## config.mk

```make
export PLATFORM = sky130hd
export DESIGN_NAME = and_popcount_acc
export DESIGN_NICKNAME = d
export VERILOG_FILES = /design/src/rtl/and_popcount_acc.sv
export SDC_FILE = /design/constraint.sdc
export NUM_CORES = 1
export LEC_CHECK = 0
export CORE_AREA = 2 2 63 65
export DETAILED_ROUTE_END_ITERATION = 6
export DIE_AREA = 0 0 65 67
export DONT_BUFFER_PORTS = 1
export GPL_TIMING_DRIVEN = 0
export PLACE_DENSITY = 0.49
export SKIP_LAST_GASP = 1
export SYNTH_ARGS = -nofsm -noshare
export SYNTH_HDL_FRONTEND = slang
export SYNTH_SLANG_ARGS = --single-unit
```

## constraint.sdc

```tcl
create_clock -name clk -period 5.9 [get_ports clk]
set_input_delay 0.295 -clock clk [delete_from_list [all_inputs] [get_ports clk]]
set_output_delay 0.295 -clock clk [all_outputs]
set_load 0.005 [all_outputs]
```

## src/rtl/and_popcount_acc.sv

```systemverilog
`default_nettype none
// ============================================================================
// Module   : and_popcount_acc
// Purpose  : Counts set bits of each accepted AND-stage beat and presents the
//            saturated per-frame total on a valid/ready output handshake.
// Revision : 1.0 - initial release
// ============================================================================
module and_popcount_acc #(
    parameter int N         = 5,
    parameter int FRAME_LEN = 4,
    parameter int CNT_W     = 8
) (
    input  logic                           clk,
    input  logic                           rst_n,
    input  logic                           clr,
    input  logic                           in_valid,
    output logic                           in_ready,
    input  logic [N-1:0]                   in_data,
    output logic                           out_valid,
    input  logic                           out_ready,
    output logic [CNT_W-1:0]               out_sum,
    output logic                           out_sat,
    output logic [$clog2(FRAME_LEN+1)-1:0] beat_cnt
);

    localparam int c_pc_w = $clog2(N + 1);
    localparam int c_bc_w = $clog2(FRAME_LEN + 1);
    localparam logic [CNT_W-1:0]  c_max  = '1;
    localparam logic [c_bc_w-1:0] c_last = c_bc_w'(FRAME_LEN - 1);

    typedef enum logic [0:0] {
        ST_ACCUM = 1'b0,
        ST_HOLD  = 1'b1
    } state_t;

    state_t              r_state;
    state_t              w_state_next;
    logic [CNT_W-1:0]    r_acc;
    logic                r_sat;
    logic [c_bc_w-1:0]   r_beat_cnt;
    logic [CNT_W-1:0]    r_out_sum;
    logic                r_out_sat;
    logic [c_pc_w-1:0]   w_pop;
    logic [CNT_W:0]      w_sum;
    logic                w_over;
    logic [CNT_W-1:0]    w_acc_next;
    logic                w_accept;
    logic                w_last;

    always_comb begin
        w_pop = '0;
        for (int i = 0; i < N; i++) begin
            w_pop = w_pop + c_pc_w'(in_data[i]);
        end
    end

    // One guard bit above the accumulator exposes overflow for the clamp.
    assign w_sum      = {1'b0, r_acc} + (CNT_W + 1)'(w_pop);
    assign w_over     = w_sum[CNT_W];
    assign w_acc_next = w_over ? c_max : w_sum[CNT_W-1:0];
    assign w_accept   = in_valid && in_ready;
    assign w_last     = (r_beat_cnt == c_last);

    always_ff @(posedge clk or negedge rst_n) begin
        if (!rst_n) begin
            r_state <= ST_ACCUM;
        end else begin
            r_state <= w_state_next;
        end
    end

    always_comb begin
        w_state_next = r_state;
        in_ready     = 1'b0;
        out_valid    = 1'b0;
        case (r_state)
            ST_ACCUM: begin
                in_ready = 1'b1;
                if (in_valid && w_last) begin
                    w_state_next = ST_HOLD;
                end
            end
            ST_HOLD: begin
                out_valid = 1'b1;
                if (out_ready) begin
                    w_state_next = ST_ACCUM;
                end
            end
            default: w_state_next = ST_ACCUM;
        endcase
        if (clr) begin
            w_state_next = ST_ACCUM;
        end
    end

    always_ff @(posedge clk or negedge rst_n) begin
        if (!rst_n) begin
            r_acc      <= '0;
            r_sat      <= 1'b0;
            r_beat_cnt <= '0;
            r_out_sum  <= '0;
            r_out_sat  <= 1'b0;
        end else if (clr) begin
            r_acc      <= '0;
            r_sat      <= 1'b0;
            r_beat_cnt <= '0;
            r_out_sum  <= '0;
            r_out_sat  <= 1'b0;
        end else if (w_accept) begin
            if (w_last) begin
                // Final beat: publish the total including this beat, restart.
                r_out_sum  <= w_acc_next;
                r_out_sat  <= r_sat | w_over;
                r_acc      <= '0;
                r_sat      <= 1'b0;
                r_beat_cnt <= '0;
            end else begin
                r_acc      <= w_acc_next;
                r_sat      <= r_sat | w_over;
                r_beat_cnt <= r_beat_cnt + 1'b1;
            end
        end
    end

    assign out_sum  = r_out_sum;
    assign out_sat  = r_out_sat;
    assign beat_cnt = r_beat_cnt;

endmodule
`default_nettype wire

```

==> impl_metrics.toml, run 1 <==
[outcome]
status = "completed"

[setup_path]
cp-end-kind = "register"
path_delay_family = "adder cells"
cp_num_buf_inv = 2
cpPeakStageDelay_ns = 0.53
critPathLaunchType = "input port"
cp_slowest_cell = "fa_1"
worstPathCellList = "fa_1, inv_1, fa_1, inv_1, ha_1, fa_1, a21o_1, nand4_1, mux2i_1, o31ai_1"
cp.required_ns = 6.05
worstPathMaxFanout = 5
path_common_cell = "fa_1"
path_class = "in -> reg"
arrival_ns = 2.76

[logic_synthesis]
avgSynthCellArea_um2 = 10.0
ys_ff_latch = 22
synth_area_leaders = "dfrtp_1 44%, ha_1 5.0%, fa_1 4.8%"
synth_area_um2 = 1250
synth-edff-count = 0
netlist_top_cells_count = "22 x dfrtp_1, 11 x nor2_1, 10 x nand2_1, 9 x a21oi_1, 8 x inv_1"
syn-num-nets = 143
synth_top_area_frac = 0.440
synth_warnings = 0
ys_types = 42
synth_ff_type = "dfrtp_1"
syn_inst = 125
post-synth-top-area-cell = "dfrtp_1"
async_flop_share = 1.00
synth_most_common_cell = "dfrtp_1"
ys_seq_area_frac = 0.440

[min_path]
hold_class = "in -> reg"

[timing]
rsz0062_at_grt = "no"
tightest_slew_ns = 0.992
finalHoldViolCount = 0
final.setup.tns_ns = 0
finalMaxSlewViolations = 0
fin_crit_ns = 2.61
fin_crit_sh = 0.443
max-slew-margin-rel = 0.336
fmaxAchievable_ghz = 0.383
setup_viol = 0
clock_skew_ns = 0.0111

[clocking]
htreeDepth = 1
clk_pin_slew_ns = 0.09
clock_path_buffers = 2
cts_tree = "built"
cts-root-buf = "clkbuf_8"
clk_latency_ns = 0.27
cts_buffers = 3
cts_sinks = 22
cts_resized = 0

[cells_and_area]
nets = 149
n_antenna_cell = 0
area_delta_synth_final_pct = 11.3
drive_gt1_frac = 0.123
seqCellArea_um2 = 551
final_cells = 178
multiInputGateArea_um2 = 646
fillCellCount = 372

[global_routing]
grt_pass1_vias = 954
antenna_found_initial = 0
track_usage = 0.142
grt_max_degree = 23
grt_overflow = 0
grt_pass1_wl_um = 4700

[die]
die_w_um = 65
die_y_um = 67
rows = 22
initial_core_util = 0.347
core_um2 = 3610
io_pins = 24
fp.dieArea_um2 = 4360

[pwr]
irDropWorstVdd_v = 0.0000821
power.density_nw_per_um2 = 287
p_leak_uw = 0.000635

[job]
maxCapViolCount = 0

[placed_design]
hpwl_um = 2010
dp.cells = 173
io_buffers = 0
gp_congestion = 0.792

[detailed_routing]
drc = 0
routedWlPerCell_um = 15.5
wirelength_um = 2760
ant_nets = 0
drt_iter0_drc = 53
via_per_inst = 5.15
num_vias = 917
dr.pass1.iters = 4
-- state kept, by name (all words and copies together), names as in the netlist --
name	cells
beat_cnt	3
out_sat	1
out_sum	8
r_acc	8
r_sat	1
r_state	1
-- what timing repair did --
item / 4_1_cts / 5_1_grt
endpoints found under the hold margin: 22 / 0
buffers inserted: 0 / 0
hold buffers: 1 / 0
-- power by group --
part	internal (µW)	switching [µW]	total, µW
Sequential	159	6.26	165
Combinational	35.6	56.0	91.6
Clock	90.7	52.7	143
Total	285	115	400
-- logic make-up (layout without fill, tap and decap cells) --
logic type	Yosys count	after routing	share of synthesized area
xor gates and xnor gates	4	4	0.0280
AOI/OAI and AO/OA	32	32	0.164
and+or+nand+nor	44	44	0.210
buffers and inverters	13	18	0.0450
muxes	2	2	0.0160
adders and majority gates	8	8	0.0979
DFF	22	22	0.440
-- routing by layer --
layer | part of all wire | up-vias | global-route usage
met5 | 0 | - | 0
met4 | 0.0091 | 0 | 0.0399
met3 | 0.054 | 4 | 0.0372
met2 | 0.47 | 20 | 0.227
met1 | 0.47 | 435 | 0.190
li1 | - | 458 | -
-- worst register-to-register path: cells and delay by family (launching register included) --
kind | cells | cell delay [ns]
adder cells (fa/ha/maj) | 3 | 1.14
flip-flops | 1 | 0.35
AO/OA/AOI/OAI | 2 | 0.34
multiplexers | 1 | 0.25
AND/OR/NAND/NOR | 1 | 0.13
buffers and inverters | 2 | 0.10
-- stage by stage --
| stage | cell area, µm² | util | hold slack [ns] | total power, µW | setup slack [ns] |
|---|---|---|---|---|---|
| floorplan | 1250 | - | -0.000591 | 236 | 3.14 |
| global placement | 1310 | 0.364 | 0.000195 | 256 | 3.03 |
| detailed placement | 1310 | 0.364 | -0.0000848 | 256 | 2.98 |
| CTS | 1390 | 0.387 | 0.192 | 404 | 3.27 |
| global route | 1390 | 0.387 | 0.185 | 426 | 3.13 |
| finish | 1390 | 0.387 | 0.192 | 400 | 3.29 |
-- final cells by class --
cell class	instances	area share
inverters	8	0.0215
flip-flops and latches	22	0.395
clock buffers	3	0.0296
well taps	48	0.0431
repair buffers	1	0.00718
plain buffers	5	0.0189
clock inverters	1	0.0215
multi-input cells	90	0.463
-- path summary, 6_finish.rpt --
kind | cells past startpoint | startpoint | slack [ns] | endpoint
setup / recovery | 10 | in_data[0] | 3.29 | out_sum[6]$_DFFE_PN0P_
hold / removal | 2 | out_ready | 0.19 | r_state$_DFF_PN0_
setup reg to reg | 9 | r_acc[0]$_DFFE_PN0P_ | 3.47 | out_sum[6]$_DFFE_PN0P_
hold reg to reg | 2 | r_acc[0]$_DFFE_PN0P_ | 0.49 | r_acc[0]$_DFFE_PN0P_
max in group asynchronous | 1 | rst_n | 4.66 | out_sum[5]$_DFFE_PN0P_
min in group asynchronous | 1 | rst_n | 0.63 | out_sat$_DFFE_PN0P_
-- cell usage in the layout (no fill, tap or decap), types with 2 or more instances in the layout --
cell type	instances
a31oi_1	2
mux2i_1	2
o21ai_0	7
nand2_1	10
buf_2	3
xnor2_1	3
fa_1	3
a21oi_1	9
ha_1	5
a32o_1	2
nor2b_1	3
nor3_1	6
nor2_1	11
clkbuf_8	3
nand3_1	2
dfrtp_1	22
inv_1	8
a211oi_1	2
No activity file was read; power rests on OpenSTA's default activity.
==> run 2, diff against run 1 <==
--- a/config.mk
+++ b/config.mk
@@ -5,12 +5,13 @@
 export SDC_FILE = /design/constraint.sdc
 export NUM_CORES = 1
 export LEC_CHECK = 0
-export CORE_AREA = 2 2 63 65
+export ABC_AREA = 1
+export CORE_AREA = 2 2 64 66
 export DETAILED_ROUTE_END_ITERATION = 6
-export DIE_AREA = 0 0 65 67
+export DIE_AREA = 0 0 66 68
 export DONT_BUFFER_PORTS = 1
 export GPL_TIMING_DRIVEN = 0
-export PLACE_DENSITY = 0.49
+export PLACE_DENSITY = 0.48
 export SKIP_LAST_GASP = 1
 export SYNTH_ARGS = -nofsm -noshare
 export SYNTH_HDL_FRONTEND = slang
==> constraint.sdc (replaced) <==
create_clock -name clk -period 2.45 [get_ports clk]
set_input_delay 0.1225 -clock clk [delete_from_list [all_inputs] [get_ports clk]]
set_output_delay 0.1225 -clock clk [all_outputs]
set_load 0.005 [all_outputs]
==> run 2 against run 1 <==
Clock power rose by 140%. Largest power group unchanged. Global-route usage fell by 0.18 points. Core utilization fell by 1.5 points. Flip-flop and latch count did not move. Largest cell class unchanged. Critical endpoint is now out_sum[2]$_DFFE_PN0P_.
==> impl_metrics.toml, run 2 <==
[global_routing]
grt_pass1_wl_um = 4800
grt_max_degree = 23
grt_pass1_vias = 1035
track_usage = 0.140
antenna_found_initial = 0
grt_overflow = 0

[clocking]
clk_latency_ns = 0.27
post_cts_buffers = 0
cts_sinks = 22
cts-root-buf = "clkbuf_8"
cts_tree = "built"
clock_path_buffers = 2
clk_pin_slew_ns = 0.09
htreeDepth = 1
cts_buffers = 3

[min_path]
min_from = "clr"
hold_class = "in -> reg"
hold_depth = 3
hold_end = "r_sat$_DFFE_PN0P_"

[placed_design]
place_ws_ns = -0.169
dpl-instance-area_um2 = 1330
gp_congestion = 0.785
hpwl_um = 2020
dp.cells = 210
io_buffers = 0

[logic_synthesis]
syn-num-nets = 178
netlist_top_cells_count = "55 x nand2_1, 22 x dfrtp_1, 20 x nand3_1, 18 x inv_1, 9 x nor2_1"
async_flop_share = 1.00
synth_most_common_cell = "nand2_1"
synth-edff-count = 0
post-synth-top-area-cell = "dfrtp_1"
avgSynthCellArea_um2 = 7.93
synth_ff_type = "dfrtp_1"
synth_area_um2 = 1270
synth_top_area_frac = 0.434
ys_seq_area_frac = 0.434
ys_ff_latch = 22
ys_types = 21
synth_warnings = 0
syn_inst = 160
synth_area_leaders = "dfrtp_1 43%, nand2_1 16%, nand3_1 7.9%"

[die]
rows = 23
initial_core_util = 0.329
die_w_um = 66
die_y_um = 68
fp.dieArea_um2 = 4490
io_pins = 24
core_um2 = 3860

[timing]
fin_crit_ns = 2.25
rsz0062_at_grt = "no"
clock_skew_ns = 0.00320
finalHoldViolCount = 0
setup_viol = 0
max-slew-margin-rel = 0.325
fmaxAchievable_ghz = 0.445
tightest_slew_ns = 1.01
finalMaxSlewViolations = 0
worst_slack_ns = 0.203
fin_crit_sh = 0.917

[detailed_routing]
num_vias = 1001
drc = 0
via_per_inst = 4.63
drt_iter0_drc = 40
routedWlPerCell_um = 12.6
ant_nets = 0
dr.pass1.iters = 5
wirelength_um = 2720

[cells_and_area]
fin_area_um2 = 1430
n_antenna_cell = 0
nets = 185
final_cells = 216
final_cell_mix = "54 x nand2_1, 22 x dfrtp_1, 20 x nand3_1"
final_common_cell = "nand2_1"
area_delta_synth_final_pct = 12.9
drive_gt1_frac = 0.127

[setup_path]
cp-end-kind = "register"
path_class = "reg -> reg"
r2r_slack_ns = 0.20
critPathLaunchType = "register"
cp.required_ns = 2.61
reg2reg_depth = 11
r2r-start = "r_acc[0]$_DFFE_PN0P_"
worstPathMaxFanout = 7
arrival_ns = 2.41
reg2reg_to = "out_sum[2]$_DFFE_PN0P_"

[pwr]
power.density_nw_per_um2 = 782
p_leak_uw = 0.000784
irDropWorstVdd_v = 0.000297

[outcome]
status = "completed"

[job]
maxCapViolCount = 0
==> run 2: cell types whose count changed after synthesis, sizes merged, moves of 3 or more <==
| cell | previous run | this run |
|---|---|---|
| nand2 | 11 | 58 |
| nand3 | 2 | 20 |
| inv | 8 | 23 |
| nor3 | 7 | 0 |
| a21oi | 9 | 4 |
| o21ai | 8 | 3 |
| nor2b | 3 | 0 |
| xnor2 | 3 | 0 |
==> run 2: critical path: stages (launching register included) <==
cell	delay, ns
dfrtp_1	0.35
inv_1	0.06
fa_1	0.50
inv_1	0.04
ha_1	0.22
fa_2	0.36
nand2_2	0.09
nand2_4	0.08
nand4_4	0.13
o21ai_0	0.15
nand3_1	0.10
nand2_1	0.05
==> run 2: routing by layer <==
layer	up-vias	wire length, µm	global-route usage
met2	23	1250	0.236
met1	462	1300	0.179
met3	4	129	0.0280
met5	-	0	0
met4	0	34	0.0536
li1	512	-	-
==> run 2: timing repair <==
| action | 4_1_cts | 5_1_grt |
|---|---|---|
| endpoints found under the hold margin | 23 | 0 |
| endpoints found under the setup margin | 0 | 8 |
| resized for setup | 0 | 2 |
| hold buffers | 2 | 0 |
==> run 2: final cells by class <==
cell class                 count  area, µm²
buffer                         3       16.3
clock buffer                   3       41.3
multi-input combinational    112        626
fill                         422       2420
timing repair buffer           2       20.0
sequential                    22        551
inverter                      23       86.3
tap                           50       62.6
clock inverter                 1       30.0
==> run 2: worst max path at each step <==
stage	from	endpoint	slack (ns)	cells past startpoint
5_1_grt	r_acc[0]$_DFFE_PN0P_	out_sum[4]$_DFFE_PN0P_	0.007	12
6_report	r_acc[0]$_DFFE_PN0P_	out_sum[2]$_DFFE_PN0P_	0.20	11
2_1_floorplan	in_data[0]	out_sum[4]$_DFFE_PN0P_	0.04	13
4_1_cts	r_acc[0]$_DFFE_PN0P_	out_sum[2]$_DFFE_PN0P_	0.13	11
3_5_place_dp	in_data[0]	out_sum[2]$_DFFE_PN0P_	-0.17	12
3_3_place_gp	in_data[0]	out_sum[2]$_DFFE_PN0P_	-0.13	12
==> run 2: power breakdown <==
part           total [µW]  switching, µW  internal (µW)
clock                 346            128            218
combinational         323            204            119
sequential            450           40.9            409
==> run 2: logic make-up after synthesis <==
family | count (synthesis) | synth area share
AOI/OAI and AO/OA | 8 | 0.0335
xor gates and xnor gates | 2 | 0.0138
adders and majority gates | 8 | 0.0966
buffers and inverters | 26 | 0.0809
DFF | 22 | 0.434
and+or+nand+nor | 94 | 0.341
==> run 2: metrics by stage <==
| stage | hold WS, ns | setup TNS (ns) | utilization | total power (µW) |
|---|---|---|---|---|
| CTS | 0.00550 | 0 | 0.370 | 1120 |
| global route | 0.0176 | 0 | 0.372 | 1210 |
| floorplan | -0.173 | 0 | - | 689 |
| detailed placement | -0.173 | -1.66 | 0.346 | 762 |
| finish | 0.0143 | 0 | 0.372 | 1120 |
| global placement | -0.173 | -1.05 | 0.346 | 756 |
==> run 3, diff against run 2 <==
--- a/config.mk
+++ b/config.mk
@@ -11,6 +11,7 @@
 export DIE_AREA = 0 0 66 68
 export DONT_BUFFER_PORTS = 1
 export GPL_TIMING_DRIVEN = 0
+export MAX_ROUTING_LAYER = met4
 export PLACE_DENSITY = 0.48
 export SKIP_LAST_GASP = 1
 export SYNTH_ARGS = -nofsm -noshare
==> run 3 against run 2 <==
Maximum frequency barely moved. Largest cell class unchanged. First-iteration DRC count increased by 5.0%. Setup slack better by 0.00098 ns. Clock power barely moved. Critical endpoint unchanged. Critical path type unchanged.
==> impl_metrics.toml, run 3 (same netlist as run 2, synthesis figures left out) <==
[global_routing]
grt_pass1_vias = 1032
grt_max_degree = 23
grt_overflow = 0
antenna_found_initial = 0
track_usage = 0.145
grt_pass1_wl_um = 4800

[placed_design]
place_ws_ns = -0.169
dp.cells = 210
gp_congestion = 0.796
hpwl_um = 2020
io_buffers = 0

[setup_path]
critPathLaunchType = "register"
cp-end-kind = "register"
r2r_slack_ns = 0.20
worstPathMaxFanout = 7
path_class = "reg -> reg"
cp.required_ns = 2.61
arrival_ns = 2.41

[die]
io_pins = 24
die_y_um = 68
fp.dieArea_um2 = 4490
core_um2 = 3860
rows = 23
die_w_um = 66
initial_core_util = 0.329

[timing]
fmaxAchievable_ghz = 0.445
setup_viol = 0
finalMaxSlewViolations = 0
fin_crit_ns = 2.25
tightest_slew_ns = 1.01
clock_skew_ns = 0.00345
hold-worst-slack_ns = 0.0148
worst_slack_ns = 0.204
max-slew-margin-rel = 0.324
rsz0062_at_grt = "no"
finalHoldViolCount = 0
fin_crit_sh = 0.917

[cells_and_area]
final_cells = 216
fillCellCount = 422
n_antenna_cell = 0
nets = 185
drive_gt1_frac = 0.127
seqCellArea_um2 = 551
multiInputGateArea_um2 = 626
final_cell_mix = "54 x nand2_1, 22 x dfrtp_1, 20 x nand3_1"
fin_util = 0.372
final_common_cell = "nand2_1"
area_delta_synth_final_pct = 12.9

[detailed_routing]
num_vias = 1005
drt_iter0_drc = 42
via_per_inst = 4.65
drc = 0
dr.pass1.iters = 4
wirelength_um = 2720
ant_nets = 0
routedWlPerCell_um = 12.6

[clocking]
clk_latency_ns = 0.27
cts_tree = "built"
clock_path_buffers = 2
clk_pin_slew_ns = 0.09
htreeDepth = 1
cts_sinks = 22
cts-root-buf = "clkbuf_8"
cts_buffers = 3

[outcome]
status = "completed"

[pwr]
power.density_nw_per_um2 = 781
p_leak_uw = 0.000784
irDropWorstVdd_v = 0.000297

[job]
maxCapViolCount = 0

[min_path]
hold_class = "in -> reg"
[run 3: cell counts in the layout (fill, tap and decap cells not counted)]
No cell type changed its count.
[run 3: where the power goes]
part	internal, µW	total [µW]	switching [µW]
Combinational	119	323	204
Clock	218	346	128
Sequential	409	450	40.8
[run 3: layout make-up]
type / instances / share of cell area
Multi-Input combinational cell: 112 / 0.437
Sequential cell: 22 / 0.384
Inverter: 23 / 0.0603
Tap cell: 50 / 0.0437
Clock buffer: 3 / 0.0288
Clock inverter: 1 / 0.0210
Timing Repair Buffer: 2 / 0.0140
Buffer: 3 / 0.0114
[run 3: per-stage QoR]
stage                     area, µm²  power, µW  setup TNS [ns]
after CTS                      1430       1120               0
after floorplan                1270        689               0
after global placement         1330        756           -1.05
after global routing           1430       1210               0
final                          1430       1120               0
after detailed placement       1330        762           -1.66
[run 3: repair_timing]
action,in CTS,in global routing
hold buffers,2,0
endpoints found under the hold margin,23,0
gates resized for setup,0,2
endpoints found under the setup margin,0,8
buffers inserted,0,0
[run 3: worst max-delay path, cell delays in order, from the launching register on]
cell and delay [ns]:
dfrtp_1 0.35, inv_1 0.06, fa_1 0.50, inv_1 0.04
ha_1 0.22, fa_2 0.36, nand2_2 0.09, nand2_4 0.08
nand4_4 0.13, o21ai_0 0.15, nand3_1 0.10, nand2_1 0.05
[run 3: final timing paths]
check | start | endpoint | depth (start not counted)
hold reg to reg | r_acc[0]$_DFFE_PN0P_ | r_acc[0]$_DFFE_PN0P_ | 2
min in group asynchronous | rst_n | r_acc[6]$_DFFE_PN0P_ | 1
setup / recovery | r_acc[0]$_DFFE_PN0P_ | out_sum[2]$_DFFE_PN0P_ | 11
hold / removal | clr | r_sat$_DFFE_PN0P_ | 3
max in group asynchronous | rst_n | r_acc[2]$_DFFE_PN0P_ | 1
setup reg to reg | r_acc[0]$_DFFE_PN0P_ | out_sum[2]$_DFFE_PN0P_ | 11
[run 3: metal layers]
| metal | track usage | up-vias | wire length, µm |
|---|---|---|---|
| li1 | - | 512 | - |
| met1 | 0.180 | 464 | 1300 |
| met2 | 0.235 | 25 | 1250 |
| met3 | 0.0296 | 4 | 135 |
| met4 | 0.0536 | 0 | 32 |
| met5 | - | - | 0 |
